File: src/rtl/leitor_tabuleiro_if.sv
// Move-entry interface between the chessboard reader and the game datapath.
// The reader drives the row strobe and committed move; the board/datapath side drives enable and columns.
interface leitor_tabuleiro_if;
  logic       habilita;
  logic [7:0] sensores;
  logic [7:0] linhaVarredura;
  logic [2:0] jogadaLinha;
  logic [2:0] jogadaColuna;
  logic       jogou;
  logic       erroMultiplo;
  logic [2:0] db_estado;

  modport master (
    input  habilita, sensores,
    output linhaVarredura, jogadaLinha, jogadaColuna, jogou, erroMultiplo, db_estado
  );

  modport slave (
    output habilita, sensores,
    input  linhaVarredura, jogadaLinha, jogadaColuna, jogou, erroMultiplo, db_estado
  );
endinterface

File: src/rtl/leitor_tabuleiro.sv
// Scans an 8x8 reed-switch board, debounces whole frames and reports the pressed square.
// Define LEITOR_MULTIPLO_EN to detect multi-square frames (MULTIPLO state, erroMultiplo).
module leitor_tabuleiro #(
  parameter int SCAN_DIV  = 100,
  parameter int DEB_SCANS = 4
) (
  input logic                clock,
  input logic                reset,
  leitor_tabuleiro_if.master bus
);
  localparam int             CW       = $clog2(SCAN_DIV);
  localparam logic [CW-1:0]  CYC_LAST = CW'(SCAN_DIV - 1);
  localparam logic [3:0]     DEB      = 4'(DEB_SCANS);
  localparam logic [1:0]     T_NENHUM = 2'd0;
  localparam logic [1:0]     T_UNICO  = 2'd1;
`ifdef LEITOR_MULTIPLO_EN
  localparam logic [1:0]     T_MULTI  = 2'd2;
`endif

  typedef enum logic [2:0] {
    INATIVO = 3'd0, LIVRE = 3'd1, PRESSIONADO = 3'd2, MULTIPLO = 3'd3, ESPERA = 3'd4
  } estado_t;

  typedef struct packed {
    logic [1:0] tipo;
    logic [2:0] lin;
    logic [2:0] col;
  } quadro_t;

  logic [7:0]    sens_s1_q, sens_s2_q;
  estado_t       estado_q;
  logic [2:0]    row_q;
  logic [CW-1:0] cyc_q;
  logic [1:0]    cnt_q;
  logic [2:0]    first_l_q, first_c_q;
  quadro_t       prev_q;
  logic [3:0]    stab_q;
  logic [7:0]    linha_q;
  logic [2:0]    jl_q, jc_q;
  logic          jogou_q;
`ifdef LEITOR_MULTIPLO_EN
  logic          erro_q;
  logic [3:0]    pops;
  logic [4:0]    soma;
`endif

  logic [2:0] col_min;
  logic [1:0] cnt_d;
  logic [2:0] first_l_d, first_c_d;
  quadro_t    res;
  logic [3:0] stab_d;
  logic       amostra, fim_quadro, commit;

  always_ff @(posedge clock or negedge reset) begin
    if (!reset) begin
      sens_s1_q <= 8'h00;
      sens_s2_q <= 8'h00;
    end else begin
      sens_s1_q <= bus.sensores;
      sens_s2_q <= sens_s1_q;
    end
  end

  always_comb begin
    col_min = 3'd0;
    for (int i = 7; i >= 0; i--) begin
      if (sens_s2_q[i]) col_min = 3'(i);
    end
`ifdef LEITOR_MULTIPLO_EN
    pops = 4'd0;
    for (int i = 0; i < 8; i++) pops = pops + {3'b000, sens_s2_q[i]};
    soma  = {3'b000, cnt_q} + {1'b0, pops};
    cnt_d = (soma >= 5'd2) ? 2'd2 : soma[1:0];
`else
    cnt_d = {1'b0, cnt_q[0] | (|sens_s2_q)};
`endif
    if (cnt_q == 2'd0 && (|sens_s2_q)) begin
      first_l_d = row_q;
      first_c_d = col_min;
    end else begin
      first_l_d = first_l_q;
      first_c_d = first_c_q;
    end
    // Coordinates only distinguish UNICO frames; NENHUM/MULTIPLO compare by type alone.
    res.tipo = cnt_d;
    res.lin  = (cnt_d == T_UNICO) ? first_l_d : 3'd0;
    res.col  = (cnt_d == T_UNICO) ? first_c_d : 3'd0;

    amostra    = bus.habilita && (estado_q != INATIVO) && (cyc_q == CYC_LAST);
    fim_quadro = amostra && (row_q == 3'd7);
    if (res == prev_q) stab_d = (stab_q >= DEB) ? DEB : stab_q + 4'd1;
    else               stab_d = 4'd1;
    commit = fim_quadro && (stab_d == DEB);
  end

  always_ff @(posedge clock or negedge reset) begin
    if (!reset) begin
      estado_q  <= INATIVO;
      row_q     <= 3'd0;
      cyc_q     <= '0;
      cnt_q     <= 2'd0;
      first_l_q <= 3'd0;
      first_c_q <= 3'd0;
      prev_q    <= '0;
      stab_q    <= 4'd0;
      linha_q   <= 8'h00;
      jl_q      <= 3'd0;
      jc_q      <= 3'd0;
      jogou_q   <= 1'b0;
`ifdef LEITOR_MULTIPLO_EN
      erro_q    <= 1'b0;
`endif
    end else if (!bus.habilita) begin
      estado_q  <= INATIVO;
      row_q     <= 3'd0;
      cyc_q     <= '0;
      cnt_q     <= 2'd0;
      first_l_q <= 3'd0;
      first_c_q <= 3'd0;
      prev_q    <= '0;
      stab_q    <= 4'd0;
      linha_q   <= 8'h00;
      jl_q      <= 3'd0;
      jc_q      <= 3'd0;
      jogou_q   <= 1'b0;
`ifdef LEITOR_MULTIPLO_EN
      erro_q    <= 1'b0;
`endif
    end else if (estado_q == INATIVO) begin
      estado_q <= LIVRE;
    end else begin
      linha_q <= 8'd1 << row_q;
      if (cyc_q == CYC_LAST) begin
        cyc_q <= '0;
        row_q <= row_q + 3'd1;
      end else begin
        cyc_q <= cyc_q + 1'b1;
      end

      if (fim_quadro) begin
        cnt_q     <= 2'd0;
        first_l_q <= 3'd0;
        first_c_q <= 3'd0;
        prev_q    <= res;
        stab_q    <= stab_d;
      end else if (amostra) begin
        cnt_q     <= cnt_d;
        first_l_q <= first_l_d;
        first_c_q <= first_c_d;
      end

      if (commit) begin
        case (estado_q)
          LIVRE: begin
            if (res.tipo == T_UNICO) begin
              estado_q <= PRESSIONADO;
              jl_q     <= res.lin;
              jc_q     <= res.col;
              jogou_q  <= 1'b1;
            end
`ifdef LEITOR_MULTIPLO_EN
            else if (res.tipo == T_MULTI) begin
              estado_q <= MULTIPLO;
              erro_q   <= 1'b1;
            end
`endif
          end
          PRESSIONADO: begin
            if (res.tipo == T_NENHUM) begin
              estado_q <= LIVRE;
              jogou_q  <= 1'b0;
            end
`ifdef LEITOR_MULTIPLO_EN
            else if (res.tipo == T_MULTI) begin
              estado_q <= MULTIPLO;
              jogou_q  <= 1'b0;
              erro_q   <= 1'b1;
            end
`endif
            // A slide to another square without release is not a new move.
            else if (res.lin != jl_q || res.col != jc_q) begin
              estado_q <= ESPERA;
              jogou_q  <= 1'b0;
            end
          end
`ifdef LEITOR_MULTIPLO_EN
          MULTIPLO: begin
            if (res.tipo == T_NENHUM) begin
              estado_q <= LIVRE;
              erro_q   <= 1'b0;
            end
          end
`endif
          ESPERA: begin
            if (res.tipo == T_NENHUM) estado_q <= LIVRE;
          end
          default: ;
        endcase
      end
    end
  end

  assign bus.linhaVarredura = linha_q;
  assign bus.jogadaLinha    = jl_q;
  assign bus.jogadaColuna   = jc_q;
  assign bus.jogou          = jogou_q;
  assign bus.db_estado      = estado_q;
`ifdef LEITOR_MULTIPLO_EN
  assign bus.erroMultiplo   = erro_q;
`else
  assign bus.erroMultiplo   = 1'b0;
`endif
endmodule

File: src/flat_wrapper.sv
// flat-port wrapper written by rule: the top's interface ports become plain ports
module leitor_tabuleiro_flat 
#(
  parameter int SCAN_DIV  = 100,
  parameter int DEB_SCANS = 4
)
  (clock, reset, bus_habilita, bus_sensores, bus_linhaVarredura, bus_jogadaLinha, bus_jogadaColuna, bus_jogou, bus_erroMultiplo, bus_db_estado);
  leitor_tabuleiro_if bus_i ();
  input logic clock;
  input logic reset;
  input wire logic [$bits(bus_i.habilita)-1:0] bus_habilita;
  input wire logic [$bits(bus_i.sensores)-1:0] bus_sensores;
  output wire logic [$bits(bus_i.linhaVarredura)-1:0] bus_linhaVarredura;
  output wire logic [$bits(bus_i.jogadaLinha)-1:0] bus_jogadaLinha;
  output wire logic [$bits(bus_i.jogadaColuna)-1:0] bus_jogadaColuna;
  output wire logic [$bits(bus_i.jogou)-1:0] bus_jogou;
  output wire logic [$bits(bus_i.erroMultiplo)-1:0] bus_erroMultiplo;
  output wire logic [$bits(bus_i.db_estado)-1:0] bus_db_estado;
  assign bus_i.habilita = bus_habilita;
  assign bus_i.sensores = bus_sensores;
  assign bus_linhaVarredura = bus_i.linhaVarredura;
  assign bus_jogadaLinha = bus_i.jogadaLinha;
  assign bus_jogadaColuna = bus_i.jogadaColuna;
  assign bus_jogou = bus_i.jogou;
  assign bus_erroMultiplo = bus_i.erroMultiplo;
  assign bus_db_estado = bus_i.db_estado;
  leitor_tabuleiro #(.SCAN_DIV(SCAN_DIV), .DEB_SCANS(DEB_SCANS)) u_core (.clock(clock), .reset(reset), .bus(bus_i));
endmodule
File: config.mk
export PLATFORM = sky130hd
export DESIGN_NAME = leitor_tabuleiro_flat
export DESIGN_NICKNAME = d
export VERILOG_FILES = /design/src/rtl/leitor_tabuleiro_if.sv /design/src/rtl/leitor_tabuleiro.sv /design/src/flat_wrapper.sv
export SDC_FILE = /design/constraint.sdc
export NUM_CORES = 1
export LEC_CHECK = 0
export ABC_AREA = 1
export CORE_MARGIN = 1.5
export CORE_UTILIZATION = 23
export DETAILED_ROUTE_END_ITERATION = 8
export PLACE_DENSITY = 0.5
export SYNTH_ARGS = -nofsm -noshare
export SYNTH_HDL_FRONTEND = slang
export SYNTH_SLANG_ARGS = --single-unit
export TNS_END_PERCENT = 10
File: constraint.sdc
create_clock -name clock -period 2.95 [get_ports clock]
set_clock_uncertainty 0.2 [all_clocks]
set_input_delay 0.59 -clock clock [delete_from_list [all_inputs] [get_ports clock]]
set_output_delay 0.59 -clock clock [all_outputs]
set_load 0.03 [all_outputs]
# After elaboration in Yosys (flattened, before gate mapping)
# Cells that the tools add are included.
# totals
word_cells	128
output_inout_bits	19
in_bits	11
reg_bits	64
# op_classes
n_shift	1
bitwise_logic	1
mux	65
n_reduce_logical	17
n_addsub	3
n_lt_le_gt_ge	1
n_eq_ne	24
# op_table
operator	count
$mux W3	40
$mux W8	5
$mux W7	3
$mux W4	5
$ne A4 B2 Y1 const B	3
$ne A2 B1 Y1 const B	5
$reduce_and A5 Y1	2
$ne A3 B1 Y1 const B	3
$pmux W3 S3	1
$eq A7 B8 Y1	1
$mux W2	4
$reduce_or A8 Y1	1
$shl A1 B3 Y8 const A	1
$add A7 B1 Y7 const B	1
$eq A7 B7 Y1 const B	1
$eq A3 B3 Y1 const B	2
$mux W1	6
$ne A3 B3 Y1	2
$reduce_and A2 Y1	3
$logic_and A1 B1 Y1	5
$ne A5 B1 Y1 const B	1
$ne A5 B2 Y1 const B	1
$add A4 B1 Y4 const B	1
$eq A4 B3 Y1 const B	1
13 further kinds	14

# Depth between registers and ports, before layout
# logic_depth
word_depth	18
ltp_mapped	17
depth_no_buf	17

# Least setup slack after synthesis
# Ideal clock, no wire load.
# synth_path
path_type	input-to-reg
start	in bus_habilita
end	reg u_core.jc_q[1] (netlist: u_core.bus.jogadaColuna[1])
required_time_ns	2.631
slack_ns	0.619
arrival_ns	2.012
path_buffers	1
path_stages	12
cell_sequence	buf_2 > inv_1 > nor2_2 > nand2_1 > nor2_2 > inv_1 > nor2_1 > nand4_4 > nand2_4 > nand2_4 > nand2_1 > o21ai_2
# synth_between
elab_chain_cells	6
word_cells_on_any_way	10
cone_classes	eq/ne (4); mux (1); reduce/logical (5)
# synth_lines
item	line_no	source
start: declaration	flat_wrapper.sv:11	input wire logic [$bits(bus_i.habilita)-1:0] bus_habilita;
$logic_and A1 B1 Y1 (2 in a row)	leitor_tabuleiro.sv:89	amostra = bus.habilita && (estado_q != INATIVO) && (cyc_q == CYC_LAST);
$logic_and A1 B1 Y1	leitor_tabuleiro.sv:90	fim_quadro = amostra && (row_q == 3'd7);
$logic_and A1 B1 Y1	leitor_tabuleiro.sv:93	commit = fim_quadro && (stab_d == DEB);
$ne A2 B1 Y1 (no source line)	-	
$reduce_and A4 Y1 (no source line)	-	
end signal: assignment	leitor_tabuleiro.sv:158	jc_q <= res.col;
end: declaration	leitor_tabuleiro.sv:39	logic [2:0] jl_q, jc_q;
# Parallel ways exist; a longest one is shown, timed or not.
# A chain may end at the register's enable or synchronous reset.

# Worst setup path after layout
# layout_path
start	reg u_core.sens_s2_q[5]
end	reg u_core.jc_q[1] (netlist: u_core.bus.jogadaColuna[1])
# layout_between
elab_chain_cells	14
word_cells_on_any_way	25
cone_classes	eq/ne (4); mux (16); bitwise (1); reduce/logical (4)
# layout_lines
item	line_no	source
start: declaration	leitor_tabuleiro.sv:30	logic [7:0] sens_s1_q, sens_s2_q;
start signal: assignment	leitor_tabuleiro.sv:60	sens_s2_q <= sens_s1_q;
$mux W3 (6 in a row)	leitor_tabuleiro.sv:67	if (sens_s2_q[i]) col_min = 3'(i);
$mux W3	leitor_tabuleiro.sv:77	if (cnt_q == 2'd0 && (|sens_s2_q)) begin
$mux W3	leitor_tabuleiro.sv:87	res.col = (cnt_d == T_UNICO) ? first_c_d : 3'd0;
$eq A7 B8 Y1	leitor_tabuleiro.sv:91	if (res == prev_q) stab_d = (stab_q >= DEB) ? DEB : stab_q + 4'd1;
$mux W4	leitor_tabuleiro.sv:91	
$eq A4 B3 Y1	leitor_tabuleiro.sv:93	
$logic_and A1 B1 Y1	leitor_tabuleiro.sv:93	
$ne A2 B1 Y1 (no source line)	-	
$reduce_and A4 Y1 (no source line)	-	
# Parallel ways exist; a longest one is shown, timed or not. The select of a mux whose other input is x is not followed.

==> flow_summary.yaml <==
status:
  status: "finished, final reports clean"
floorplan:
  io_pins: 30
  coreArea_um2: 13200
  row_count: 42
  die_h_um: 119
  initial_utilization_pct: 23.4
  dieArea_um2: 14100
  die_w_um: 119
setup_path:
  path_class: "flop to flop"
  arrival_ns: 2.47
  critPathRequiredTime_ns: 2.97
  cpMaxStageDelayCell: "dfrtp_1"
  start_kind: "flop"
  cp_cell_sequence: "nor2_1 -> nand2_2 -> o21ai_4 -> nand2_1 -> nand2_1 -> nand2_1 -> nand2_1 -> nand3_1 -> nor2_4 -> nand4_4 -> nand2_4 -> nand2_4 -> nand2_1 -> o21ai_2"
  cpMostUsedCell: "nand2_1"
  cp-end-kind: "flop"
  slowest_delay_ns: 0.37
  cp_max_fo: 9
  worst_r2r_startpoint: "u_core.sens_s2_q[5]"
  crit_family: "simple AND/OR/NAND/NOR gates"
  timing.critical_path.from: "u_core.sens_s2_q[5]"
  path_buf_inv: 0
routing:
  drtIter0Drc: 106
  drc: 0
  avgRoutedWirePerCell_um: 11.9
  vias: 2460
  first_pass_iters: 4
  routed_via_density: 4.17
  wirelength_mm: 7.04
  antenna_left: 0
power_and_ir_drop:
  powerDensity_nw_per_um2: 681
  power_mw: 2.66
  p_leak_nw: 1.85
  peakVddDrop_mv: 0.213
layout:
  multi_input_area_um2: 1310
  fin_cells: 590
  drive_gt1_share_pct: 9.90
  diodes: 0
  fill_cells: 1381
  seq_area_um2: 1550
  fin_nets: 428
  layout-area-overhead-vs-synth_pct: 26.4
synthesis:
  synth_area_um2: 3090
  yosys.area_share.simple_pct: 30.1
  synth_fp_nets: 390
  ys.warnings.count: 0
  yosysTopAreaCellShare_pct: 50.3
  synth.area.top_cells: "dfrtp_1 50%, nand2_1 12%, nand3_1 6.2%"
  synth.avg_cell_area_um2: 8.32
  synth-adder-area-share_pct: 3.24
  yosysSeqAreaShare_pct: 50.3
  synth-xor-area-share_pct: 0.851
  synth.largest_area_cell: "dfrtp_1"
  synth_compound_gate_area_share_pct: 8.19
  ys_async_sr_fraction_pct: 100
  synthCells: 371
  synth_top_family_by_area: "simple AND/OR/NAND/NOR gates"
  ys.flop_type: "dfrtp_1"
  synth-edff-count: 0
  yosysUniqueCellTypes: 32
  synth-seq-cells: 62
  synthMuxAreaShare_pct: 0
min_path:
  hp-class: "primary input to asynchronous set/reset pin"
clock_tree:
  cts_made_buffers: 9
  cts_setup_buffers: 0
  ctsHoldBuffers: 0
  cts_buffer_depth: 2
  clk_pin_slew_ns: 0.06
  cts_tree: "built"
  htree_levels: 3
  clk_latency_ns: 0.33
  cts_resized: 0
  cts-root-buf: "clkbuf_16"
  clock_sinks: 62
global_routing:
  grt_pass1_wl_mm: 12.2
  first_global_vias: 2474
  antenna_found_initial: 0
  gr-usage-all-layers_pct: 10.9
  grt_start_max_net_pins: 36
  grt.overflow.total: 0
timing:
  finalHoldViolCount: 0
  min_period_ns: 2.45
  max_slew.worst_pin.slew_ns: 0.649
  fin_setup_tns_ns: 0
  period_share_pct: 83.0
  rsz0062_at_grt: "false"
  drv_slew: 0
  finalSetupViolations: 0
  relSlewSlack_pct: 56.7
  max_clock_freq_mhz: 408
placed_design:
  port_buffers: 28
  gp_congestion: 0.803
  placed_cells: 574
  hpwlAfterDp_mm: 5.03
run:
  cap_viol_max_count: 0
power by group:
group | switching [mW] | internal [mW] | leakage, nW
clock network | 0.405 | 0.654 | 0.138
registers | 0.0684 | 0.921 | 0.817
logic | 0.391 | 0.217 | 0.892
cell usage in the layout (no fill, tap or decap), types with 3 or more instances in the layout:
cell type | netlist | layout
nand2_1 | 102 | 102
dfrtp_1 | 62 | 62
inv_1 | 47 | 47
nand3_1 | 38 | 38
nor2_1 | 34 | 34
clkdlybuf4s50_1 | 0 | 27
o21ai_0 | 11 | 11
o22ai_1 | 10 | 10
clkbuf_16 | 0 | 9
nand4_1 | 8 | 8
ha_1 | 8 | 8
a21oi_1 | 7 | 7
buf_4 | 1 | 5
nor2_4 | 4 | 4
nand2_4 | 4 | 4
xor2_1 | 3 | 3
nor3_1 | 3 | 3
a32o_1 | 3 | 3
o21ai_2 | 3 | 3
clkinvlp_4 | 0 | 3
cells in the mapped netlist (2+ instances only):
library cell  instances
a21oi_1               7
a32o_1                3
clkbuf_1              4
clkinv_1              2
dfrtp_1              62
ha_1                  8
inv_1                47
nand2_1             102
nand2_2               2
nand2_4               4
nand3_1              38
nand3b_1              2
nand4_1               8
nor2_1               34
nor2_2                2
nor2_4                4
nor3_1                3
o21ai_0              11
o21ai_2               3
o21bai_1              2
o22ai_1              10
xor2_1                3
area by class of cell:
class                           instances  share of cell area (%)
Inverter                               49                    4.71
Timing Repair Buffer                   34                    8.53
Tap cell                              176                    5.64
Clock buffer                            9                    5.77
Clock inverter                          7                    1.92
Sequential cell                        62                    39.8
Multi-Input combinational cell        253                    33.6
per-layer routing:
metal	global-route usage, %	vias up	wire, um
met5	0	-	0
met4	3.09	0	83
met3	3.59	8	313
met2	17.3	48	3190
met1	14.2	1139	3460
li1	-	1265	-
sequential cells by signal, indices dropped and copies added, names as in the netlist:
name,count
u_core.bus.db_estado,3
u_core.bus.jogadaColuna,3
u_core.bus.jogadaLinha,3
u_core.bus.jogou,1
u_core.bus.linhaVarredura,8
u_core.cnt_q,1
u_core.cyc_q,7
u_core.first_c_q,3
u_core.first_l_q,3
u_core.prev_q,7
u_core.row_q,3
u_core.sens_s1_q,8
u_core.sens_s2_q,8
u_core.stab_q,4
through the flow:
step | utilization, % | worst slack [ns] | hold WS, ns | instance area [um2]
2_1_floorplan | - | 0.619 | 0.0944 | 3090
6_report | 29.6 | 0.502 | 0.0856 | 3900
4_1_cts | 29.6 | 0.472 | 0.103 | 3900
3_3_place_gp | 27.3 | 0.252 | 0.135 | 3600
5_1_grt | 29.6 | 0.218 | 0.139 | 3900
3_5_place_dp | 27.3 | 0.251 | 0.135 | 3600
final timing paths:
check | cells past startpoint | end | slack [ns]
min in group clock | 0 | u_core.sens_s2_q[4] | 0.15
min reg2reg | 0 | u_core.sens_s2_q[4] | 0.15
max | 14 | u_core.bus.jogadaColuna[1] | 0.50
max reg2reg | 14 | u_core.bus.jogadaColuna[1] | 0.50
min | 1 | u_core.bus.linhaVarredura[6] | 0.09
max in group asynchronous | 2 | u_core.prev_q[6] | 1.84
cell families after synthesis:
| group | after synthesis |
|---|---|
| flip-flops | 62 |
| AND/OR/NAND/NOR | 202 |
| XOR/XNOR | 3 |
| other | 1 |
| buffers and inverters | 56 |
| adder cells (fa/ha/maj) | 8 |
| AO/OA/AOI/OAI | 39 |
Power figures use the tool's default switching activity.
